$ cat src/rtl/multi_channel_target_agent_pkg.sv
`default_nettype none
// ============================================================================
// Module      : multi_channel_target_agent_pkg
// Description : Shared types and constants for the multi-channel target agent.
// Revision    : 1.0 - initial release
// ============================================================================
package multi_channel_target_agent_pkg;

    typedef enum logic [1:0] {
        ST_IDLE  = 2'd0,
        ST_WAIT  = 2'd1,
        ST_GRANT = 2'd2
    } agent_state_e;

    localparam logic [127:0] c_priv_data_default = 128'hABCD_ABCD_DABC_ABCD_ABCD_DABC_DABC_DABC;

    // A single-channel build still needs a one-bit index.
    function automatic int ch_idx_w(input int n);
        return (n > 1) ? $clog2(n) : 1;
    endfunction

endpackage
`default_nettype wire

$ cat src/rtl/multi_channel_target_agent_rr_arbiter.sv
`default_nettype none
// ============================================================================
// Module      : rr_arbiter
// Description : Combinational round-robin pick starting after the last winner.
// Revision    : 1.0 - initial release
// ============================================================================
module rr_arbiter
    import multi_channel_target_agent_pkg::*;
#(
    parameter int N_CH  = 4,
    parameter int IDX_W = ch_idx_w(N_CH)
) (
    input  logic [N_CH-1:0]  i_req,
    input  logic [IDX_W-1:0] i_last,
    output logic [N_CH-1:0]  o_gnt,
    output logic [IDX_W-1:0] o_idx,
    output logic             o_valid
);

    logic [IDX_W-1:0] w_cand;

    // Walk from farthest to nearest so the nearest requester after i_last wins.
    always_comb begin
        o_gnt   = '0;
        o_idx   = '0;
        o_valid = 1'b0;
        w_cand  = '0;
        for (int k = N_CH; k >= 1; k--) begin
            w_cand = IDX_W'((int'(i_last) + k) % N_CH);
            if (i_req[w_cand]) begin
                o_gnt         = '0;
                o_gnt[w_cand] = 1'b1;
                o_idx         = w_cand;
                o_valid       = 1'b1;
            end
        end
    end

endmodule
`default_nettype wire

$ cat src/rtl/multi_channel_target_agent.sv
`default_nettype none
// ============================================================================
// Module      : multi_channel_target_agent
// Description : Guards one privileged asset shared by N_CH channels; releases
//               it only to the controller-granted channel, locks abusers.
// Revision    : 1.0 - initial release
// ============================================================================
module multi_channel_target_agent
    import multi_channel_target_agent_pkg::*;
#(
    parameter int             D_S       = 128,
    parameter int             N_CH      = 4,
    parameter int             TIMEOUT   = 8,
    parameter int             MAX_VIOL  = 3,
    parameter logic [D_S-1:0] PRIV_DATA = D_S'(c_priv_data_default)
) (
    input  logic                      clk,
    input  logic                      rst,
    input  logic [N_CH-1:0]           access_en,
    output logic [N_CH-1:0]           observe_port,
    output logic [N_CH-1:0]           control_port_in,
    input  logic [N_CH-1:0]           control_port_out,
    output logic [D_S-1:0]            priv_data,
    output logic                      priv_valid,
    output logic [ch_idx_w(N_CH)-1:0] priv_ch,
    output logic                      deny_pulse,
    output logic [N_CH-1:0]           locked
);

    localparam int IDX_W = ch_idx_w(N_CH);
    localparam int TMR_W = (TIMEOUT > 1) ? $clog2(TIMEOUT) : 1;
    localparam int VC_W  = $clog2(MAX_VIOL + 1);

    localparam logic [TMR_W-1:0] c_tmr_last = TMR_W'(TIMEOUT - 1);
    localparam logic [VC_W-1:0]  c_viol_max = VC_W'(MAX_VIOL);

    agent_state_e                r_state,       w_state_d;
    logic [IDX_W-1:0]            r_sel,         w_sel_d;
    logic [IDX_W-1:0]            r_last_winner, w_last_winner_d;
    logic [TMR_W-1:0]            r_timer,       w_timer_d;
    logic [N_CH-1:0][VC_W-1:0]   r_viol_cnt,    w_viol_cnt_d;
    logic [N_CH-1:0]             r_locked,      w_locked_d;
    logic [N_CH-1:0]             r_observe;
    logic [N_CH-1:0]             r_ctrl_in,     w_ctrl_in_d;
    logic                        r_priv_valid,  w_priv_valid_d;
    logic                        r_deny,        w_deny_d;

    logic [N_CH-1:0]  w_arb_gnt;
    logic [IDX_W-1:0] w_arb_idx;
    logic             w_arb_valid;
    logic [VC_W-1:0]  w_viol_nxt;

    rr_arbiter #(
        .N_CH  (N_CH),
        .IDX_W (IDX_W)
    ) u_rr_arbiter (
        .i_req   (access_en & ~r_locked),
        .i_last  (r_last_winner),
        .o_gnt   (w_arb_gnt),
        .o_idx   (w_arb_idx),
        .o_valid (w_arb_valid)
    );

    always_comb begin
        w_state_d       = r_state;
        w_sel_d         = r_sel;
        w_last_winner_d = r_last_winner;
        w_timer_d       = r_timer;
        w_viol_cnt_d    = r_viol_cnt;
        w_locked_d      = r_locked;
        w_deny_d        = 1'b0;
        w_viol_nxt      = (r_viol_cnt[r_sel] == c_viol_max) ? r_viol_cnt[r_sel]
                                                             : r_viol_cnt[r_sel] + VC_W'(1);

        case (r_state)
            ST_IDLE: begin
                if (w_arb_valid) begin
                    w_sel_d   = w_arb_idx;
                    w_timer_d = '0;
                    w_state_d = ST_WAIT;
                end
            end
            ST_WAIT: begin
                w_timer_d = r_timer + TMR_W'(1);
                // A dropped request beats a simultaneous grant.
                if (!access_en[r_sel]) begin
                    w_state_d = ST_IDLE;
                end else if (control_port_out[r_sel]) begin
                    w_state_d       = ST_GRANT;
                    w_last_winner_d = r_sel;
                end else if (r_timer == c_tmr_last) begin
                    w_state_d           = ST_IDLE;
                    w_deny_d            = 1'b1;
                    w_viol_cnt_d[r_sel] = w_viol_nxt;
                    if (w_viol_nxt == c_viol_max) begin
                        w_locked_d[r_sel] = 1'b1;
                    end
                end
            end
            ST_GRANT: begin
                if (!access_en[r_sel] || !control_port_out[r_sel]) begin
                    w_state_d = ST_IDLE;
                end
            end
            default: w_state_d = ST_IDLE;
        endcase

        // Outputs are precomputed from the next state so they appear registered.
        w_ctrl_in_d = '0;
        if (w_state_d != ST_IDLE) begin
            w_ctrl_in_d[w_sel_d] = 1'b1;
        end
        w_priv_valid_d = (w_state_d == ST_GRANT);
    end

    always_ff @(posedge clk) begin
        if (rst) begin
            r_state       <= ST_IDLE;
            r_sel         <= '0;
            r_last_winner <= IDX_W'(N_CH - 1);
            r_timer       <= '0;
            r_viol_cnt    <= '0;
            r_locked      <= '0;
            r_observe     <= '0;
            r_ctrl_in     <= '0;
            r_priv_valid  <= 1'b0;
            r_deny        <= 1'b0;
        end else begin
            r_state       <= w_state_d;
            r_sel         <= w_sel_d;
            r_last_winner <= w_last_winner_d;
            r_timer       <= w_timer_d;
            r_viol_cnt    <= w_viol_cnt_d;
            r_locked      <= w_locked_d;
            r_observe     <= access_en;
            r_ctrl_in     <= w_ctrl_in_d;
            r_priv_valid  <= w_priv_valid_d;
            r_deny        <= w_deny_d;
        end
    end

    assign observe_port    = r_observe;
    assign control_port_in = r_ctrl_in;
    assign priv_valid      = r_priv_valid;
    assign priv_data       = r_priv_valid ? PRIV_DATA : '0;
    assign priv_ch         = r_sel;
    assign deny_pulse      = r_deny;
    assign locked          = r_locked;

endmodule
`default_nettype wire
$ cat config.mk
export PLATFORM = sky130hd
export DESIGN_NAME = multi_channel_target_agent
export DESIGN_NICKNAME = d
export VERILOG_FILES = /design/src/rtl/multi_channel_target_agent_pkg.sv /design/src/rtl/multi_channel_target_agent_rr_arbiter.sv /design/src/rtl/multi_channel_target_agent.sv
export SDC_FILE = /design/constraint.sdc
export NUM_CORES = 1
export LEC_CHECK = 0
export BUFFER_PORTS_ARGS = -buffer_cell sky130_fd_sc_hd__buf_4
export CELL_PAD_IN_SITES_DETAIL_PLACEMENT = 0
export CELL_PAD_IN_SITES_GLOBAL_PLACEMENT = 1
export CORE_ASPECT_RATIO = 2
export CORE_UTILIZATION = 32
export CTS_CLUSTER_DIAMETER = 100
export DETAILED_ROUTE_END_ITERATION = 7
export GPL_TIMING_DRIVEN = 1
export PLACE_DENSITY_LB_ADDON = 0.08
export SLEW_MARGIN = 10
export SYNTH_ARGS = -nofsm -noshare
export SYNTH_HDL_FRONTEND = slang
export SYNTH_SLANG_ARGS = --single-unit
$ cat constraint.sdc
create_clock -name clk -period 7 [get_ports clk]
set_input_delay 1.4 -clock clk [delete_from_list [all_inputs] [get_ports clk]]
set_output_delay 1.4 -clock clk [all_outputs]
set_load 0.005 [all_outputs]
### Word level (Yosys, flattened, before mapping)

Index checks and enable logic that the tools add are counted.

| operators by class | value |
|---|---|
| equal/unequal tests | 7 |
| mux-type cells | 42 |
| bitwise gates (word level) | 7 |
| reduce and logical (&&, ||, !) cells | 14 |
| order comparisons | 8 |
| $add $sub $neg | 6 |

Operators with widths:

| operator | number |
|---|---|
| $mux 128 | 1 |
| $mux 2 | 14 |
| $lt 2x3->1 const B | 6 |
| $mux 1 | 13 |
| $bmux 1 s2 | 6 |
| $bwmux 8 | 1 |
| $eq 2x2->1 const B | 4 |
| $add 2x1->2 const B | 3 |
| $pmux 2 s3 | 1 |
| $pmux 3 s2 | 1 |
| $reduce_and 5->1 | 1 |
| $add 2x2->2 const B | 2 |
| $and 4x4->4 | 1 |
| $bmux 2 s2 | 1 |
| $demux 1 s2 | 2 |
| $demux 2 s2 | 1 |
| $ge 2x1->1 const B | 2 |
| $not 1->1 | 4 |
| $not 4->4 | 1 |
| $or 4x4->4 | 1 |
| $reduce_and 4->1 | 1 |
| $reduce_bool 2->1 | 2 |
| $reduce_or 4->1 | 1 |
| $add 3x1->3 const B | 1 |
| 11 further kinds | 13 |

| word-level totals | value |
|---|---|
| flip-flop bits (word level) | 31 |
| word-level logic and storage cells | 97 |
| output and inout bits | 144 |
| input port bits | 10 |

### Depth between registers and ports, before layout

| depth | value |
|---|---|
| depth in word-level cells | 14 |
| gate-level depth with buffers | 6 |
| gate-level depth less buffers | 6 |

### By module

From an unflattened synthesis, not the netlist that was laid out.

| second synthesis, totals | value |
|---|---|
| cell total of the unflattened synthesis | 320 |
| area total of the unflattened synthesis | 2,810.2 um^2 |

By module, submodules not included:

| module | sequential area each (um^2) | instances | area an instance (um^2) | cells each |
|---|---|---|---|---|
| multi_channel_target_agent | 620.6 | 1 | 2,270.9 | 251 |
| rr_arbiter | 0.0 | 1 | 539.3 | 69 |

### Worst setup path before layout

No wires, ideal clock.

| timing path | value |
|---|---|
| path kind | register to output |
| start | register r_priv_valid, in the netlist priv_valid |
| end | output priv_data[102] |
| path buffers | 1 |
| cell stages (with the launch flop) | 2 |
| arrival | 1.889 ns |
| required time | 5.600 ns |
| path slack | 3.711 ns |
| path through | dfxtp_1 buf_4 |

| on the way | value |
|---|---|
| longest elaborated chain between the ends | 1 |

RTL lines:

| element | RTL line | text |
|---|---|---|
| from (decl) | multi_channel_target_agent.sv:45 | `logic r_priv_valid, w_priv_valid_d;` |
| from (signal assigned) | multi_channel_target_agent.sv:137 | `r_priv_valid <= w_priv_valid_d;` |
| $mux 128 | multi_channel_target_agent.sv:145 | `assign priv_data = r_priv_valid ? PRIV_DATA : '0;` |
| to (decl) | multi_channel_target_agent.sv:23 | `output logic [D_S-1:0] priv_data,` |

Every way passes these cells.

### Worst setup path after layout

| timing path | value |
|---|---|
| start | input control_port_out[3] |
| end | register r_viol_cnt[5] in the netlist's numbering |

| on the way | value |
|---|---|
| longest elaborated chain between the ends | 4 |

RTL lines:

| element | RTL line | text |
|---|---|---|
| from (decl) | multi_channel_target_agent.sv:22 | `input logic [N_CH-1:0] control_port_out,` |
| $bmux 1 s2 | multi_channel_target_agent.sv:88 | `end else if (control_port_out[r_sel]) begin` |
| $mux 1 (not written as such) | multi_channel_target_agent.sv:88 |  |
| $not 1->1 (no source line) | - |  |
| $reduce_and 4->1 (no source line) | - |  |
| to (signal assigned) | multi_channel_target_agent.sv:133 | `r_viol_cnt <= w_viol_cnt_d;` |
| to (decl) | multi_channel_target_agent.sv:41 | `logic [N_CH-1:0][VC_W-1:0] r_viol_cnt, w_viol_cnt_d;` |

Every way passes these cells. The select of a mux whose other input is x is not followed.
A chain may end at the register's enable or synchronous reset.

==> metrics <==
outcome=finished, final reports clean; slowest stage cell on the critical path=mux4_2; FMAX=347 MHz; cts hold-fix bufs=0; Least-Margin Pin Slew=0.765 ns; Slew HR=48.3%; post-synthesis cell area=2360 um^2; Post-synth ARST share=0%; hold_ws=0.481 ns; synth unique cells=37; share of layout cells above drive strength 1=41.4%; Boundary Pins=154; Worst Hold End=locked[0]; Final setup violation count=0; Final Critical Period=2.88 ns; DIE WIDTH=62.8 um; # DRC=0; Sum Neg Setup Slack=0 ns; CP startpoint kind=primary input; largest cells by area after synthesis=buf_4 41%, dfxtp_1 26%, nor2_1 4.4%; starting density of the core=32.8%; R2R setup slack=4.49 ns; vias in the first global route=1373; CTS sink count=31; post-synth top area share=40.7%; GP Congestion=0.717; Clock Latency Late Sink=0.28 ns; part of the cycle the worst path needs=41.2%; die area=7750 um^2; WP data required=7.16 ns; # fillers=751; clock root buffer=clkbuf_16; grt ovf=0; Rows=44; arrival time of the worst setup path=3.04 ns; max-cap violation count=0; wire per inst=12.2 um; router iterations before antenna repair=4; Clock Pin Slew Worst Setup and Hold Paths=0.05 ns; post-CTS sizing=0; DRT iter0 DRCs=8; hold depth=2; routed vias=1613; total CTS buffers=5; footprint of the multi-input gates=920 um^2; area leader, netlist=buf_4; pre-CTS WS=3.78 ns; Synthesis Warnings=0; Die H=124 um; fin nets=315; final cell count without fillers=396; Post-Syn Area per Cell=8.56 um^2; HP Class=reg -> reg; cell leakage power=1.33 nW; Max H-tree Level=2; WS Path Type=in -> reg; RSZ-0062 raised after global routing=false; synthesized flop and latch total=31; CP Depth=6; Power per Cell Area=212 nW/um^2; CP cell instances=buf_4 > mux4_2 > nand3b_4 > nor3_1 > mux2i_1 > nor2_1; Core Util, Final=36.4%; postcts setup bufs=0; n_diodes=0; dpl cells=388; Critical path buffers and inverters=1; CTS tree=built; Max clock buf depth=2; dominant synthesized flop cell=dfxtp_1; final worst setup slack=4.12 ns; CP Max Fanout=6; Worst R2R Start=priv_ch[0]; Avg Vias per Cell=4.07; DRT Wirelength=4.82 mm; initial antenna violation count=0; hold path startpoint=locked[0]; number of flops mapped to enable cells by yosys=0; Hold Vio Cnt, Final=0; Final Slew Violations=0; pin count of the biggest net entering global routing=82; post-route ant nets=0; core area=7210 um^2; top post-synthesis cells by count=128 x buf_4, 31 x dfxtp_1, 28 x nor2_1; top-count cell post-synth=buf_4; first-pass GRT wire length=7.16 mm; VDD IR max=137 uV; Area Overhead vs Synth=11.2%; Cells after Synth=276; Setup Skew=0.00183 ns; GRT Total Usage=12.6%; Register Area=622 um^2; Worst path top cell family by delay=multiplexers; register area share after synthesis=26.3%; Reg-to-Reg End=r_viol_cnt[5]; PortBufs=105; HPWL reported at the end of detailed placement=3.73 mm; Worst setup EP type=flip-flop; Largest stage delay, worst path=0.53 ns; R2R cell count=5
==> tightest hold or removal path, cell delays in order, from the launching register on <==
cell     delay, ns
dfxtp_1       0.33
inv_1         0.06
a21oi_1       0.05
==> area by class of cell <==
class                           instances  area share [%]
Clock buffer                            8            5.95
Inverter                                5           0.714
Multi-Input combinational cell        154            35.0
Sequential cell                        31            23.7
Tap cell                               92            4.38
Timing Repair Buffer                  106            30.3
==> routing by layer <==
metal / track usage, % / vias to the layer above / wire length [um]
met5: 0 / - / 0
met4: 7.70 / 0 / 129
met3: 4.61 / 8 / 469
met2: 23.8 / 104 / 2620
met1: 10.9 / 729 / 1600
li1: - / 772 / -
==> how the worst max path moves through the flow <==
| stage | start | slack (ns) | to |
|---|---|---|---|
| global placement | control_port_out[3] | 3.83 | r_viol_cnt[5] |
| CTS | control_port_out[3] | 4.07 | r_viol_cnt[5] |
| floorplan | priv_valid | 3.71 | priv_data[102] |
| detailed placement | control_port_out[3] | 3.78 | r_viol_cnt[5] |
| global route | control_port_out[3] | 3.99 | r_viol_cnt[4] |
| finish | control_port_out[3] | 4.12 | r_viol_cnt[5] |
==> power by group <==
part	switching (mW)	internal (mW)	leakage [nW]	total (mW)
Clock	0.0763	0.151	0.0772	0.228
Combinational	0.0603	0.0683	1.00	0.129
Sequential	0.0139	0.186	0.253	0.200
==> layout by cell type, fill, tap and decap left out, types with 6 or more instances in the layout <==
cell type,netlist,routed
buf_4,128,106
conb_1,1,48
dfxtp_1,31,30
nor2_1,28,28
mux2i_1,10,10
nand2b_1,8,8
a21oi_1,8,8
nand2_1,8,8
nor2b_1,6,6
nor3_1,6,6
==> metrics by stage <==
stage	power, mW	instance area [um^2]
after floorplan	0.325	2540
after global placement	0.335	2470
after detailed placement	0.334	2470
after CTS	0.569	2630
after global routing	0.589	2630
final	0.556	2630
==> logic make-up (layout without fill, tap and decap cells) <==
logic type               Yosys count  in the layout  share of synthesized area [%]
AND/OR/NAND/NOR                   68             68                           15.2
AO/OA/AOI/OAI                     20             20                           6.09
multiplexers                      15             15                           8.52
buffers and inverters            138            119                           42.3
adder cells (fa/ha/maj)            2              2                           1.06
XOR/XNOR                           1              1                          0.371
flip-flops                        31             31                           26.3
other                              1             48                          0.159
==> registers in the layout, summed over array words and instances, names as in the netlist <==
register         count
priv_valid           1
control_port_in      4
r_timer              3
r_viol_cnt           8
locked               4
deny_pulse           1
r_last_winner        2
priv_ch              2
r_state              2
observe_port         4
No activity file was read; power rests on OpenSTA's default activity.
